<file path="src/rtl/cpu_pkg.sv">
// Shared CPU constants: value-stack opcodes, trap codes, wasm value-type tags
// and the value-stack control FSM state type.
package cpu_pkg;

    localparam logic [2:0] OP_NOP    = 3'd0;
    localparam logic [2:0] OP_PUSH   = 3'd1;
    localparam logic [2:0] OP_DROP   = 3'd2;
    localparam logic [2:0] OP_SELECT = 3'd3;
    localparam logic [2:0] OP_DUP    = 3'd4;

    localparam logic [3:0] TRAP_NONE      = 4'd0;
    localparam logic [3:0] TRAP_UNDERFLOW = 4'd1;
    localparam logic [3:0] TRAP_OVERFLOW  = 4'd2;
    localparam logic [3:0] TRAP_TYPE      = 4'd3;

    localparam logic [1:0] TY_I32 = 2'd0;
    localparam logic [1:0] TY_I64 = 2'd1;
    localparam logic [1:0] TY_F32 = 2'd2;
    localparam logic [1:0] TY_F64 = 2'd3;

    typedef enum logic {
        ST_RUN,
        ST_TRAPPED
    } vs_state_t;

endpackage

</file>
<file path="src/rtl/stack_mem.sv">
// Value-stack entry storage: one synchronous write port, three combinational
// read ports. Type tags are stored alongside when VALUE_STACK_TYPE_CHECK_EN is defined.
module stack_mem #(
    parameter int WIDTH      = 64,
    parameter int DEPTH_LOG2 = 4
) (
    input  logic                  clk,
    input  logic                  we,
    input  logic [DEPTH_LOG2-1:0] waddr,
    input  logic [WIDTH-1:0]      wdata,
`ifdef VALUE_STACK_TYPE_CHECK_EN
    input  logic [1:0]            wtag,
    output logic [1:0]            rtag0,
    output logic [1:0]            rtag1,
    output logic [1:0]            rtag2,
`endif
    input  logic [DEPTH_LOG2-1:0] raddr0,
    input  logic [DEPTH_LOG2-1:0] raddr1,
    input  logic [DEPTH_LOG2-1:0] raddr2,
    output logic [WIDTH-1:0]      rdata0,
    output logic [WIDTH-1:0]      rdata1,
    output logic [WIDTH-1:0]      rdata2
);

    localparam int DEPTH = 2 ** DEPTH_LOG2;

    logic [WIDTH-1:0] mem [DEPTH];

    always_ff @(posedge clk) begin
        if (we) begin
            mem[waddr] <= wdata;
        end
    end

    assign rdata0 = mem[raddr0];
    assign rdata1 = mem[raddr1];
    assign rdata2 = mem[raddr2];

`ifdef VALUE_STACK_TYPE_CHECK_EN
    logic [1:0] tags [DEPTH];

    always_ff @(posedge clk) begin
        if (we) begin
            tags[waddr] <= wtag;
        end
    end

    assign rtag0 = tags[raddr0];
    assign rtag1 = tags[raddr1];
    assign rtag2 = tags[raddr2];
`endif

endmodule

</file>
<file path="src/rtl/value_stack.sv">
// Wasm-style operand stack with PUSH/DROP/SELECT/DUP and sticky traps.
// Optional per-entry type checking on SELECT when VALUE_STACK_TYPE_CHECK_EN is defined.
module value_stack
    import cpu_pkg::*;
#(
    parameter int WIDTH      = 64,
    parameter int DEPTH_LOG2 = 4
) (
    input  logic                  clk,
    input  logic                  reset,
    input  logic [2:0]            op,
    input  logic                  op_valid,
    input  logic [WIDTH-1:0]      op_data,
`ifdef VALUE_STACK_TYPE_CHECK_EN
    input  logic [1:0]            op_type,
`endif
    output logic                  op_ready,
    output logic [WIDTH-1:0]      result,
    output logic                  result_empty,
    output logic [DEPTH_LOG2:0]   depth,
    output logic [3:0]            trap
);

    localparam int                  AW    = DEPTH_LOG2;
    localparam int                  CW    = (WIDTH < 32) ? WIDTH : 32;
    localparam logic [DEPTH_LOG2:0] ZERO  = '0;
    localparam logic [DEPTH_LOG2:0] ONE   = 1;
    localparam logic [DEPTH_LOG2:0] TWO   = 2;
    localparam logic [DEPTH_LOG2:0] THREE = 3;
    localparam logic [DEPTH_LOG2:0] FULL  = ONE << DEPTH_LOG2;

    vs_state_t           state_q, state_d;
    logic [DEPTH_LOG2:0] depth_q, depth_d;
    logic [3:0]          trap_q, trap_d;

    logic                we;
    logic [AW-1:0]       waddr;
    logic [WIDTH-1:0]    wdata;
    logic [WIDTH-1:0]    rd_top, rd_m1, rd_m2;
    logic [DEPTH_LOG2:0] idx_m1, idx_m2, idx_m3;
    logic                cond_true;

    assign idx_m1 = depth_q - ONE;
    assign idx_m2 = depth_q - TWO;
    assign idx_m3 = depth_q - THREE;

`ifdef VALUE_STACK_TYPE_CHECK_EN
    logic [1:0] wtag, tag_top, tag_m1, tag_m2;
`endif

    // Storage writes are blocked while reset is asserted so reset wins over any op.
    stack_mem #(
        .WIDTH      (WIDTH),
        .DEPTH_LOG2 (DEPTH_LOG2)
    ) u_mem (
        .clk    (clk),
        .we     (we & reset),
        .waddr  (waddr),
        .wdata  (wdata),
`ifdef VALUE_STACK_TYPE_CHECK_EN
        .wtag   (wtag),
        .rtag0  (tag_top),
        .rtag1  (tag_m1),
        .rtag2  (tag_m2),
`endif
        .raddr0 (idx_m1[AW-1:0]),
        .raddr1 (idx_m2[AW-1:0]),
        .raddr2 (idx_m3[AW-1:0]),
        .rdata0 (rd_top),
        .rdata1 (rd_m1),
        .rdata2 (rd_m2)
    );

    // Wasm select tests the condition as an i32.
    assign cond_true = |rd_top[CW-1:0];

    always_ff @(posedge clk) begin
        if (!reset) begin
            state_q <= ST_RUN;
            depth_q <= ZERO;
            trap_q  <= TRAP_NONE;
        end else begin
            state_q <= state_d;
            depth_q <= depth_d;
            trap_q  <= trap_d;
        end
    end

    always_comb begin
        state_d = state_q;
        depth_d = depth_q;
        trap_d  = trap_q;
        we      = 1'b0;
        waddr   = depth_q[AW-1:0];
        wdata   = op_data;
`ifdef VALUE_STACK_TYPE_CHECK_EN
        wtag    = op_type;
`endif
        if (state_q == ST_RUN && op_valid) begin
            case (op)
                OP_PUSH: begin
                    if (depth_q == FULL) begin
                        trap_d  = TRAP_OVERFLOW;
                        state_d = ST_TRAPPED;
                    end else begin
                        we      = 1'b1;
                        depth_d = depth_q + ONE;
                    end
                end
                OP_DROP: begin
                    if (depth_q == ZERO) begin
                        trap_d  = TRAP_UNDERFLOW;
                        state_d = ST_TRAPPED;
                    end else begin
                        depth_d = idx_m1;
                    end
                end
                OP_DUP: begin
                    if (depth_q == ZERO) begin
                        trap_d  = TRAP_UNDERFLOW;
                        state_d = ST_TRAPPED;
                    end else if (depth_q == FULL) begin
                        trap_d  = TRAP_OVERFLOW;
                        state_d = ST_TRAPPED;
                    end else begin
                        we      = 1'b1;
                        wdata   = rd_top;
`ifdef VALUE_STACK_TYPE_CHECK_EN
                        wtag    = tag_top;
`endif
                        depth_d = depth_q + ONE;
                    end
                end
                OP_SELECT: begin
                    if (depth_q < THREE) begin
                        trap_d  = TRAP_UNDERFLOW;
                        state_d = ST_TRAPPED;
`ifdef VALUE_STACK_TYPE_CHECK_EN
                    end else if (tag_top != TY_I32 || tag_m1 != tag_m2) begin
                        trap_d  = TRAP_TYPE;
                        state_d = ST_TRAPPED;
`endif
                    end else begin
                        // val1 (deepest) is overwritten in place by the chosen value.
                        we      = 1'b1;
                        waddr   = idx_m3[AW-1:0];
                        wdata   = cond_true ? rd_m2 : rd_m1;
`ifdef VALUE_STACK_TYPE_CHECK_EN
                        wtag    = tag_m2;
`endif
                        depth_d = idx_m2;
                    end
                end
                default: begin
                end
            endcase
        end
    end

    assign op_ready     = (state_q == ST_RUN);
    assign result_empty = (depth_q == ZERO);
    assign result       = result_empty ? '0 : rd_top;
    assign depth        = depth_q;
    assign trap         = trap_q;

endmodule

</file>
<file path="config.mk">
export PLATFORM = sky130hd
export DESIGN_NAME = value_stack
export DESIGN_NICKNAME = d
export VERILOG_FILES = /design/src/rtl/cpu_pkg.sv /design/src/rtl/stack_mem.sv /design/src/rtl/value_stack.sv
export SDC_FILE = /design/constraint.sdc
export NUM_CORES = 2
export LEC_CHECK = 0
export CORE_MARGIN = 3
export CORE_UTILIZATION = 45
export DETAILED_ROUTE_END_ITERATION = 10
export GPL_TIMING_DRIVEN = 0
export RECOVER_POWER = 50
export SLEW_MARGIN = 20
export SYNTH_ARGS = -nofsm -noshare
export SYNTH_HDL_FRONTEND = slang
export SYNTH_HIERARCHICAL = 1
export SYNTH_SLANG_ARGS = --single-unit
</file>
<file path="constraint.sdc">
create_clock -name clk -period 8.27 [get_ports clk]
set_input_delay 0.827 -clock clk [delete_from_list [all_inputs] [get_ports clk]]
set_output_delay 0.827 -clock clk [all_outputs]
set_load 0.01 [all_outputs]
</file>
==> results.ini <==
[sta]
setup_viol = 0
layout_min_cycle_time_ns = 7.41
rsz0062_at_grt = no
fmax_mhz = 135
hold_violations = 0
worstMarginPinSlew_ns = 1.96
drv_slew = 73
timing.slew.headroom_pct = -31.0
fin_crit_sh_pct = 89.6
finClkSkew_ns = 0.0369

[worst_hold_path]
holdCritPathClass = reg2reg

[yosys]
ys_warn_count = 6
synth_edf_count = 1024
synth_nets = 3232
synth_cells = 3155
ys_seq_area_share_pct = 54.3
syn_avg_cell_area_um2 = 18.1
synthesis.area_um2 = 57000
synth_flop_cell = edfxtp_1
ys_types = 55
synth_seq_cells = 1034
async_reset_ff_share_pct = 0

[global_route]
busiest_layer = met2
gr-usage-met1_pct = 39.3
grt_remaining_overflow = 0
grtUsageMet3_pct = 6.77
grt_pass1_wl_um = 280000
antenna_found_initial = 2
grt_max_degree = 19
groute.usage.overall_pct = 29.8
grt_pass1_vias = 39500
use_met2_pct = 47.2

[drt]
ant_nets = 0
wl_um = 196000
viasPerCell = 7.16
wire_per_inst_um = 37.4
drtPass1Iterations = 6
vias = 37600
drc = 0
dr.first_iter.drc_count = 5424

[die]
die_h_um = 362
die_width_um = 362
core-area_um2 = 125000
initial_utilization_pct = 45.7
num_rows = 129
io_pins = 145
fp.dieArea_um2 = 131000

[clocking]
cts.sinks = 1034
post_cts.repair.setup_buffers = 0
cts_hold_buf = 0
cts_made_buffers = 113
h-tree-depth = 3
clock_latency_ns = 0.72
cts_root_buffer = clkbuf_16
clkTransAtPathRegs_ns = 0.06
cts_resized = 0
cts_tree = yes
cts.path.max_buffers = 3

[critical_path]
path_max_fanout = 10
crit_path_end_kind = register
crit_chain = clkbuf_1 > inv_1 > ha_1 > a2111o_1 > nand2_1 > clkbuf_1 > clkbuf_1 > o21ai_0 > nor3_1 > clkbuf_1 > clkbuf_1 > clkbuf_1 > buf_4
critPathRequiredTime_ns = 8.66
cpMostUsedCell = clkbuf_1
startpoint_type = register
critPathMaxStageDelay_ns = 0.86
critical_path_class = reg2reg
arrival_ns = 7.81
critPathBufInv = 8
cp_slowest_cell = nor3_1
crit_family = buffers and inverters

[final_layout]
fillers = 9879
syn_to_final_growth_pct = 15.1
layout_common_cells = 1024 x edfxtp_1, 768 x mux4_2, 386 x a22oi_1, 271 x nand2_1, 190 x clkbuf_1
layout-drive-gt1-share_pct = 33.2
stdcell_area_um2 = 65600
final_cells = 5247
layout.nets = 3592
final_common_cell = edfxtp_1

[placed_design]
gp_congestion = 0.857
placed_cell_area_um2 = 62400
dp_hpwl_um = 131000
io_buffers = 142
post-place-cells = 5037

[status]
violations = max-capacitance violations, max-slew violations
status = finished, violations left

[pwr]
p_per_area_nw_per_um2 = 215
total_leakage_power_nw = 21.0
peakVddDrop_mv = 0.177

[job]
max_cap_viol_count = 6

==> path summary, 6_finish.rpt <==
path             from               end  slack, ns  cells past startpoint
max          depth[2]  u_mem/mem[4][23]       0.86                     13
min           trap[3]           trap[3]       0.46                      1
max reg2reg  depth[2]  u_mem/mem[4][23]       0.86                     13
min reg2reg   trap[3]           trap[3]       0.46                      1
==> power breakdown <==
part	internal [mW]	switching, mW
sequential	5.81	0.00536
combinational	1.20	1.91
clock	3.08	2.12
==> cell families (layout without fill, tap and decap cells) <==
group / after synthesis / after routing / synth area share [%]
compound gates: 480 / 480 / 7.12
xor+xnor: 9 / 9 / 0.138
fa+ha+maj: 7 / 7 / 0.154
buf+inv: 369 / 821 / 3.38
flops: 1034 / 1034 / 54.3
mux: 833 / 833 / 31.5
other cells: 0 / 3 / 0
simple gates: 423 / 423 / 3.43
==> worst register-to-register path: stages (launching register included) <==
cell and delay (ns):
dfxtp_1 0.39, clkbuf_1 0.39, inv_1 0.19, ha_1 0.28, a2111o_1 0.46, nand2_1 0.69
clkbuf_1 0.82, clkbuf_1 0.82, o21ai_0 0.47, nor3_1 0.86, clkbuf_1 0.47, clkbuf_1 0.55
clkbuf_1 0.45, buf_4 0.28
==> layer usage <==
layer	routed length [um]	up-vias
met4	10100	2
li1	-	14500
met1	70200	19800
met5	11	-
met3	22600	548
met2	93600	2764
==> state kept, by name, indices dropped and copies added, names as in the netlist <==
signal,cells
u_mem/mem,1024
state_q,1
trap,4
depth,5
==> through the flow <==
stage	worst slack (ns)	setup TNS (ns)	hold slack [ns]	util (%)	total power, mW
2_1_floorplan	1.06	0	0.477	-	7.81
3_3_place_gp	-6.84	-3529.07	0.442	48.5	8.94
3_5_place_dp	0.818	0	0.456	50.0	8.99
4_1_cts	0.787	0	0.470	53.0	14.2
5_1_grt	0.636	0	0.510	52.6	14.6
6_report	0.858	0	0.462	52.6	14.1
==> layout make-up <==
cell class	count	area [um2]	area share, %
Sequential cell	1034	30900	47.2
Buffer	296	1650	2.51
Clock buffer	135	2950	4.50
Tap cell	1637	2050	3.12
Inverter	73	274	0.418
Multi-Input combinational cell	1752	24200	36.8
Clock inverter	72	802	1.22
Antenna cell	3	7.51	0.0114
Timing Repair Buffer	245	2760	4.21
==> synth_stat cells (3+ instances only) <==
| master | number | share of area, % |
|---|---|---|
| buf_6 | 30 | 0.59 |
| xnor2_1 | 4 | 0.061 |
| inv_1 | 73 | 0.48 |
| a22oi_1 | 386 | 5.1 |
| o221ai_2 | 60 | 1.6 |
| dfxtp_1 | 10 | 0.35 |
| buf_12 | 6 | 0.21 |
| buf_1 | 42 | 0.28 |
| o21ai_0 | 5 | 0.044 |
| nand2b_1 | 8 | 0.088 |
| edfxtp_1 | 1024 | 54 |
| o221ai_1 | 5 | 0.077 |
| nor4_1 | 4 | 0.044 |
| buf_2 | 54 | 0.47 |
| mux4_2 | 768 | 30 |
| buf_4 | 40 | 0.53 |
| nor4_2 | 4 | 0.088 |
| nand3_1 | 6 | 0.053 |
| mux2i_1 | 65 | 1.1 |
| nand2_1 | 271 | 1.8 |
| xor2_1 | 5 | 0.077 |
| a21oi_1 | 5 | 0.044 |
| nor2_1 | 24 | 0.16 |
| nor3_1 | 10 | 0.088 |
| or3_1 | 3 | 0.033 |
| and2_1 | 7 | 0.077 |
| ha_1 | 7 | 0.15 |
| nor2b_1 | 74 | 0.81 |
| clkbuf_1 | 124 | 0.82 |
Note: power is estimated with default switching activity, not from simulation.
